**config.mk**
```make
export PLATFORM = sky130hd
export DESIGN_NAME = seq_chunk_adder
export DESIGN_NICKNAME = d
export VERILOG_FILES = /design/src/rtl/seq_chunk_adder_pkg.sv /design/src/rtl/seq_chunk_adder_add_chunk.sv /design/src/rtl/seq_chunk_adder.sv
export SDC_FILE = /design/constraint.sdc
export NUM_CORES = 1
export LEC_CHECK = 0
export BUFFER_PORTS_ARGS = -buffer_cell sky130_fd_sc_hd__buf_2
export CAP_MARGIN = 25
export CORE_AREA = 2 2 96 122
export CTS_CLUSTER_DIAMETER = 150
export DETAILED_ROUTE_END_ITERATION = 8
export DIE_AREA = 0 0 98 124
export PLACE_DENSITY = 0.75
export SYNTH_ARGS = -nofsm -noshare
export SYNTH_HDL_FRONTEND = slang
export SYNTH_HIERARCHICAL = 1
export SYNTH_SLANG_ARGS = --single-unit
```
**constraint.sdc**
```tcl
create_clock -name clk_i -period 3.8 [get_ports clk_i]
set_input_delay 0.38 -clock clk_i [delete_from_list [all_inputs] [get_ports clk_i]]
set_output_delay 0.38 -clock clk_i [all_outputs]
set_load 0.01 [all_outputs]
```
**src/rtl/seq_chunk_adder_pkg.sv**
```systemverilog
// Shared types and constants for the chunked sequential adder.
package seq_chunk_adder_pkg;

  // Operation select encoding on the sub input.
  localparam logic ALU_OP_ADD = 1'b0;
  localparam logic ALU_OP_SUB = 1'b1;

  // Controller states.
  typedef enum logic [1:0] {
    S_IDLE = 2'd0,
    S_RUN  = 2'd1,
    S_DONE = 2'd2
  } state_e;

  // Chunk counter width; at least one bit even for a single chunk.
  function automatic int cnt_width(input int nch);
    return (nch > 1) ? $clog2(nch) : 1;
  endfunction

endpackage

```
**src/rtl/seq_chunk_adder_add_chunk.sv**
```systemverilog
// Combinational N-bit ripple-carry chunk adder built from full-adder cells.
// Also exposes the carry into the top bit so the caller can form signed overflow.
module seq_chunk_adder_add_chunk #(
  parameter int N = 2
) (
  input  logic [N-1:0] a_i,
  input  logic [N-1:0] b_i,
  input  logic         c_i,
  output logic [N-1:0] s_o,
  output logic         c_o,
  output logic         c_msb_o
);

  logic [N:0] c;

  assign c[0] = c_i;

  for (genvar i = 0; i < N; i++) begin : g_fa
    assign s_o[i]   = a_i[i] ^ b_i[i] ^ c[i];
    assign c[i+1]   = (a_i[i] & b_i[i]) | (c[i] & (a_i[i] ^ b_i[i]));
  end

  assign c_o     = c[N];
  assign c_msb_o = c[N-1];

endmodule

```
**src/rtl/seq_chunk_adder.sv**
```systemverilog
// Multi-cycle add/subtract unit: WIDTH-bit operands are added CHUNK bits per
// clock through one shared ripple chunk adder, with valid/ready on both sides.
module seq_chunk_adder
  import seq_chunk_adder_pkg::*;
#(
  parameter int WIDTH = 32,
  parameter int CHUNK = 2
) (
  input  logic             clk_i,
  input  logic             rst_i,
  input  logic             in_valid_i,
  output logic             in_ready_o,
  input  logic [WIDTH-1:0] a_i,
  input  logic [WIDTH-1:0] b_i,
  input  logic             sub_i,
  output logic             out_valid_o,
  input  logic             out_ready_i,
  output logic [WIDTH-1:0] sum_o,
  output logic             c_out_o,
  output logic             ovf_o,
  output logic             zero_o
);

  localparam int NCH = WIDTH / CHUNK;
  localparam int CW  = cnt_width(NCH);
  localparam logic [CW-1:0] LAST = CW'(NCH - 1);

  if (CHUNK < 1 || CHUNK > WIDTH || (WIDTH % CHUNK) != 0) begin : g_bad_param
    $error("seq_chunk_adder: WIDTH must be a non-zero multiple of CHUNK");
  end

  state_e                    state_q, state_d;
  logic [CW-1:0]             cnt_q, cnt_d;
  // Operands and result viewed as an array of chunks, indexed by the counter.
  logic [NCH-1:0][CHUNK-1:0] a_q, a_d;
  logic [NCH-1:0][CHUNK-1:0] b_q, b_d;
  logic [NCH-1:0][CHUNK-1:0] sum_q, sum_d;
  logic                      carry_q, carry_d;
  logic                      c_out_q, c_out_d;
  logic                      ovf_q, ovf_d;
  logic                      zero_q, zero_d;

  logic [CHUNK-1:0]          ch_s;
  logic                      ch_co;
  logic                      ch_cm;

  // The one shared adder always works on the chunk selected by the counter.
  seq_chunk_adder_add_chunk #(
    .N (CHUNK)
  ) u_add_chunk (
    .a_i     (a_q[cnt_q]),
    .b_i     (b_q[cnt_q]),
    .c_i     (carry_q),
    .s_o     (ch_s),
    .c_o     (ch_co),
    .c_msb_o (ch_cm)
  );

  // Next-state and datapath update; everything holds unless a state acts on it.
  always_comb begin
    state_d = state_q;
    cnt_d   = cnt_q;
    a_d     = a_q;
    b_d     = b_q;
    sum_d   = sum_q;
    carry_d = carry_q;
    c_out_d = c_out_q;
    ovf_d   = ovf_q;
    zero_d  = zero_q;
    case (state_q)
      S_IDLE: begin
        if (in_valid_i) begin
          // Subtract is A + ~B + 1: invert B once here and seed the carry.
          a_d     = a_i;
          b_d     = b_i ^ {WIDTH{sub_i}};
          carry_d = (sub_i == ALU_OP_SUB);
          cnt_d   = '0;
          state_d = S_RUN;
        end
      end
      S_RUN: begin
        sum_d[cnt_q] = ch_s;
        carry_d      = ch_co;
        cnt_d        = cnt_q + 1'b1;
        if (cnt_q == LAST) begin
          c_out_d = ch_co;
          ovf_d   = ch_co ^ ch_cm;
          zero_d  = ~|sum_d;
          state_d = S_DONE;
        end
      end
      S_DONE: begin
        if (out_ready_i) state_d = S_IDLE;
      end
      default: state_d = S_IDLE;
    endcase
  end

  // State and datapath registers; reset drops any operation in flight.
  always_ff @(posedge clk_i or posedge rst_i) begin
    if (rst_i) begin
      state_q <= S_IDLE;
      cnt_q   <= '0;
      a_q     <= '0;
      b_q     <= '0;
      sum_q   <= '0;
      carry_q <= 1'b0;
      c_out_q <= 1'b0;
      ovf_q   <= 1'b0;
      zero_q  <= 1'b0;
    end else begin
      state_q <= state_d;
      cnt_q   <= cnt_d;
      a_q     <= a_d;
      b_q     <= b_d;
      sum_q   <= sum_d;
      carry_q <= carry_d;
      c_out_q <= c_out_d;
      ovf_q   <= ovf_d;
      zero_q  <= zero_d;
    end
  end

  assign in_ready_o  = (state_q == S_IDLE);
  assign out_valid_o = (state_q == S_DONE);
  assign sum_o       = sum_q;
  assign c_out_o     = c_out_q;
  assign ovf_o       = ovf_q;
  assign zero_o      = zero_q;

endmodule
```
==> results.py <==
metrics = {
    "pwr": {
        "intPower_w": 0.00366,
        "swShare_pct": 41.3,
        "share_comb_of_total_power_pct": 52.7,
        "seqPwrFrac_pct": 33.4,
        "total_leakage_power_nw": 2.81,
        "p_sw_w": 0.00258,
        "clkPwrFrac_pct": 13.9,
        "power.ir.vdd_worst_mv": 0.420,
        "p_per_area_nw_per_um2": 991,
    },
    "setup_path": {
        "cp_slowest_stage_delay_ns": 0.56,
        "crit_arrival_ns": 3.86,
        "cp-end-kind": "flop",
        "critPathKind": "flop to flop",
        "rr_endpoint": "zero_o",
        "worst-path-buf-inv": 3,
        "cp_max_fo": 16,
        "r2r_cells": 11,
        "critPathSlowestCell": "mux4_1",
        "crit_start": "cnt_q[0]",
        "r2r_setup_slack_ns": 0.19,
        "cp-start-kind": "flop",
        "crit_family": "multiplexers",
        "cp_cell_sequence": "buf_12, mux4_1, mux4_2, fa_1, fa_1, buf_4, inv_1, o2111ai_1, a22oi_1, nand4_1, o31ai_2",
        "r2r-start": "cnt_q[0]",
        "cp_common_cell": "fa_1",
        "worstPathRequired_ns": 4.06,
    },
    "place": {
        "hpwl_mm": 8.50,
        "port_buffers": 105,
        "gp_congestion": 0.901,
    },
    "synth": {
        "postSynthAreaPerCell_um2": 11.7,
        "ys_types": 45,
        "yosysTopAreaCellShare_pct": 49.2,
        "ys_seq_area_share_pct": 49.2,
        "synthArstFlopShare_pct": 100,
        "syn_area_um2": 5390,
        "yosys_warnings": 6,
        "synth_edf_count": 0,
        "synth_fp_nets": 535,
        "synth_area_leader_cell": "dfrtp_1",
        "synth_seq_cells": 106,
        "synthCells": 460,
        "ys.flop_type": "dfrtp_1",
        "netlist_top_cells_area": "dfrtp_1, mux4_1, mux2_1",
    },
    "clocking": {
        "post_cts.repair.setup_buffers": 0,
        "cts_root_buf": "clkbuf_16",
        "ctsHoldBuffers": 0,
        "cts_buffers": 9,
        "cts_resized": 0,
        "clkLatencyLatePin_ns": 0.34,
        "cts.path.max_buffers": 2,
        "h-tree-depth": 3,
        "cts_num_sinks": 106,
        "clk_pin_slew_worst_paths_ns": 0.07,
        "tritoncts": "done",
    },
    "layout": {
        "drive_gt1_share_pct": 29.4,
        "diodes": 0,
        "final_nets": 632,
        "utilization_pct": 57.6,
        "area_growth_pct": 16.7,
    },
    "timing": {
        "fin_skew_ns": 0.00664,
        "drv_slew": 0,
        "finalCritPeriodShare_pct": 94.9,
        "setup_tns_ns": 0,
        "rsz0062_at_grt": "false",
        "tightest_slew_ns": 0.883,
        "finalSetupViolCount": 0,
        "relSlewSlack_pct": 41.1,
        "period_minus_slack_ns": 3.61,
        "max_freq_mhz": 277,
        "finalHoldViolCount": 0,
    },
    "global_route": {
        "grt_pass1_wl_mm": 18.9,
        "overflow": 0,
        "grt_pass1_vias": 3816,
        "grt_max_degree": 75,
        "grt_antenna_before_repair": 0,
        "grt_use_total_pct": 19.7,
    },
    "min_path": {
        "hold_path.class": "primary input to async pin",
    },
    "die": {
        "coreArea_um2": 10900,
        "num_io_pins": 106,
        "num_rows": 43,
        "start_util_pct": 49.4,
        "die_w_um": 98,
        "die_h_um": 124,
        "dieArea_um2": 12200,
    },
    "route": {
        "via_per_inst": 5.51,
        "wl_met2_mm": 5.90,
        "wl_met1_mm": 4.79,
        "drc_errors": 0,
        "detail_route.first_pass.iterations": 5,
        "drt_iter0_markers": 225,
        "wl_mm": 11.6,
        "ant_nets": 0,
        "top_layer": "met4",
        "via_count": 3843,
        "wl_met3_um": 666,
        "drt-wirelength-per-cell_um": 16.6,
    },
    "flow_run": {
        "drv_cap": 0,
    },
    "status": {
        "status": "completed",
    },
}
## worst max-delay path by stage
stage | cells after the start | slack, ns | endpoint
after floorplan | 9 | 0.24 | zero_o
after global placement | 11 | 0.25 | zero_o
after detailed placement | 11 | 0.20 | zero_o
after CTS | 11 | 0.17 | zero_o
after global routing | 11 | 0.03 | zero_o
final | 11 | 0.19 | zero_o
## layout make-up
class	count	area [um2]
Clock inverter	4	27.5
Inverter	7	28.8
Clock buffer	12	246
Fill cell	940	4630
Multi-Input combinational cell	316	2540
Timing Repair Buffer	117	628
Sequential cell	106	2650
Tap cell	135	169
## sequential cells by signal, summed over array words and instances (netlist names)
name and flops:
a_q 32, b_q 32, c_out_o 1, carry_q 1
cnt_q 4, ovf_o 1, state_q 2, sum_o 32
zero_o 1
## routing by layer
metal / global-route usage, % / vias to the layer above
li1: - / 1828
met1: 24.8 / 1882
met2: 33.7 / 114
met3: 4.43 / 19
met4: 7.29 / 0
met5: 0 / -
## kinds of logic (layout without fill, tap and decap cells)
group                    count (synthesis)  count (layout)  synth area share, %
buffers and inverters                   38             140                 3.85
multiplexers                            75              75                 20.8
XOR/XNOR                                33              33                 5.36
adder cells (fa/ha/maj)                  6               6                 1.67
flip-flops                             106             106                 49.2
AO/OA/AOI/OAI                           84              84                 9.26
AND/OR/NAND/NOR                        118             118                 9.88
## placed cells by master, fill, tap and decap left out, types with 3 or more instances in the layout
cell type	n
o21ai_1	13
nor2b_1	7
mux4_1	14
mux2_2	24
buf_2	105
a22oi_1	3
clkbuf_16	9
xnor2_1	33
a21o_1	3
o2111ai_1	3
mux4_2	6
inv_1	6
nand4_1	3
o2bb2ai_1	5
a21oi_1	37
nand2b_1	7
nand2_1	27
mux2_1	31
buf_4	11
o21ai_0	10
nor2_1	57
ha_1	4
dfrtp_1	106
## Yosys cell counts, drive strengths merged, types with 3 or more instances
master / instances
nand2b: 7
nand4: 3
xnor2: 33
a21oi: 37
o2bb2ai: 5
nor2: 57
dfrtp: 106
nor3b: 3
o21ai: 23
inv: 7
nor2b: 7
o2111ai: 3
a22oi: 3
ha: 4
clkbuf: 8
o31ai: 3
a21o: 3
nand2: 27
buf: 23
mux2: 55
mux4: 20
## power groups by stage
| stage | sequential, W | combinational [W] | clock, W |
|---|---|---|---|
| 3_3_place_gp | 0.00208 | 0.00320 | 0 |
| 5_1_grt | 0.00216 | 0.00359 | 0.000921 |
| 3_5_place_dp | 0.00210 | 0.00326 | 0 |
| 2_1_floorplan | 0.00203 | 0.00228 | 0 |
| 4_1_cts | 0.00209 | 0.00329 | 0.000880 |
| 6_report | 0.00208 | 0.00329 | 0.000865 |
## through the flow
step           hold WS [ns]  total power (W)  cells  worst slack (ns)  cell area (um2)
3_3_place_gp          0.385          0.00527    681             0.245             6010
2_1_floorplan         0.449          0.00431    460             0.236             5390
5_1_grt              0.0327          0.00667    697            0.0318             6290
4_1_cts              0.0203          0.00625    697             0.171             6290
3_5_place_dp          0.394          0.00537    681             0.203             6010
6_report             0.0160          0.00624    697             0.194             6290
Note: power is estimated with default switching activity, not from simulation.
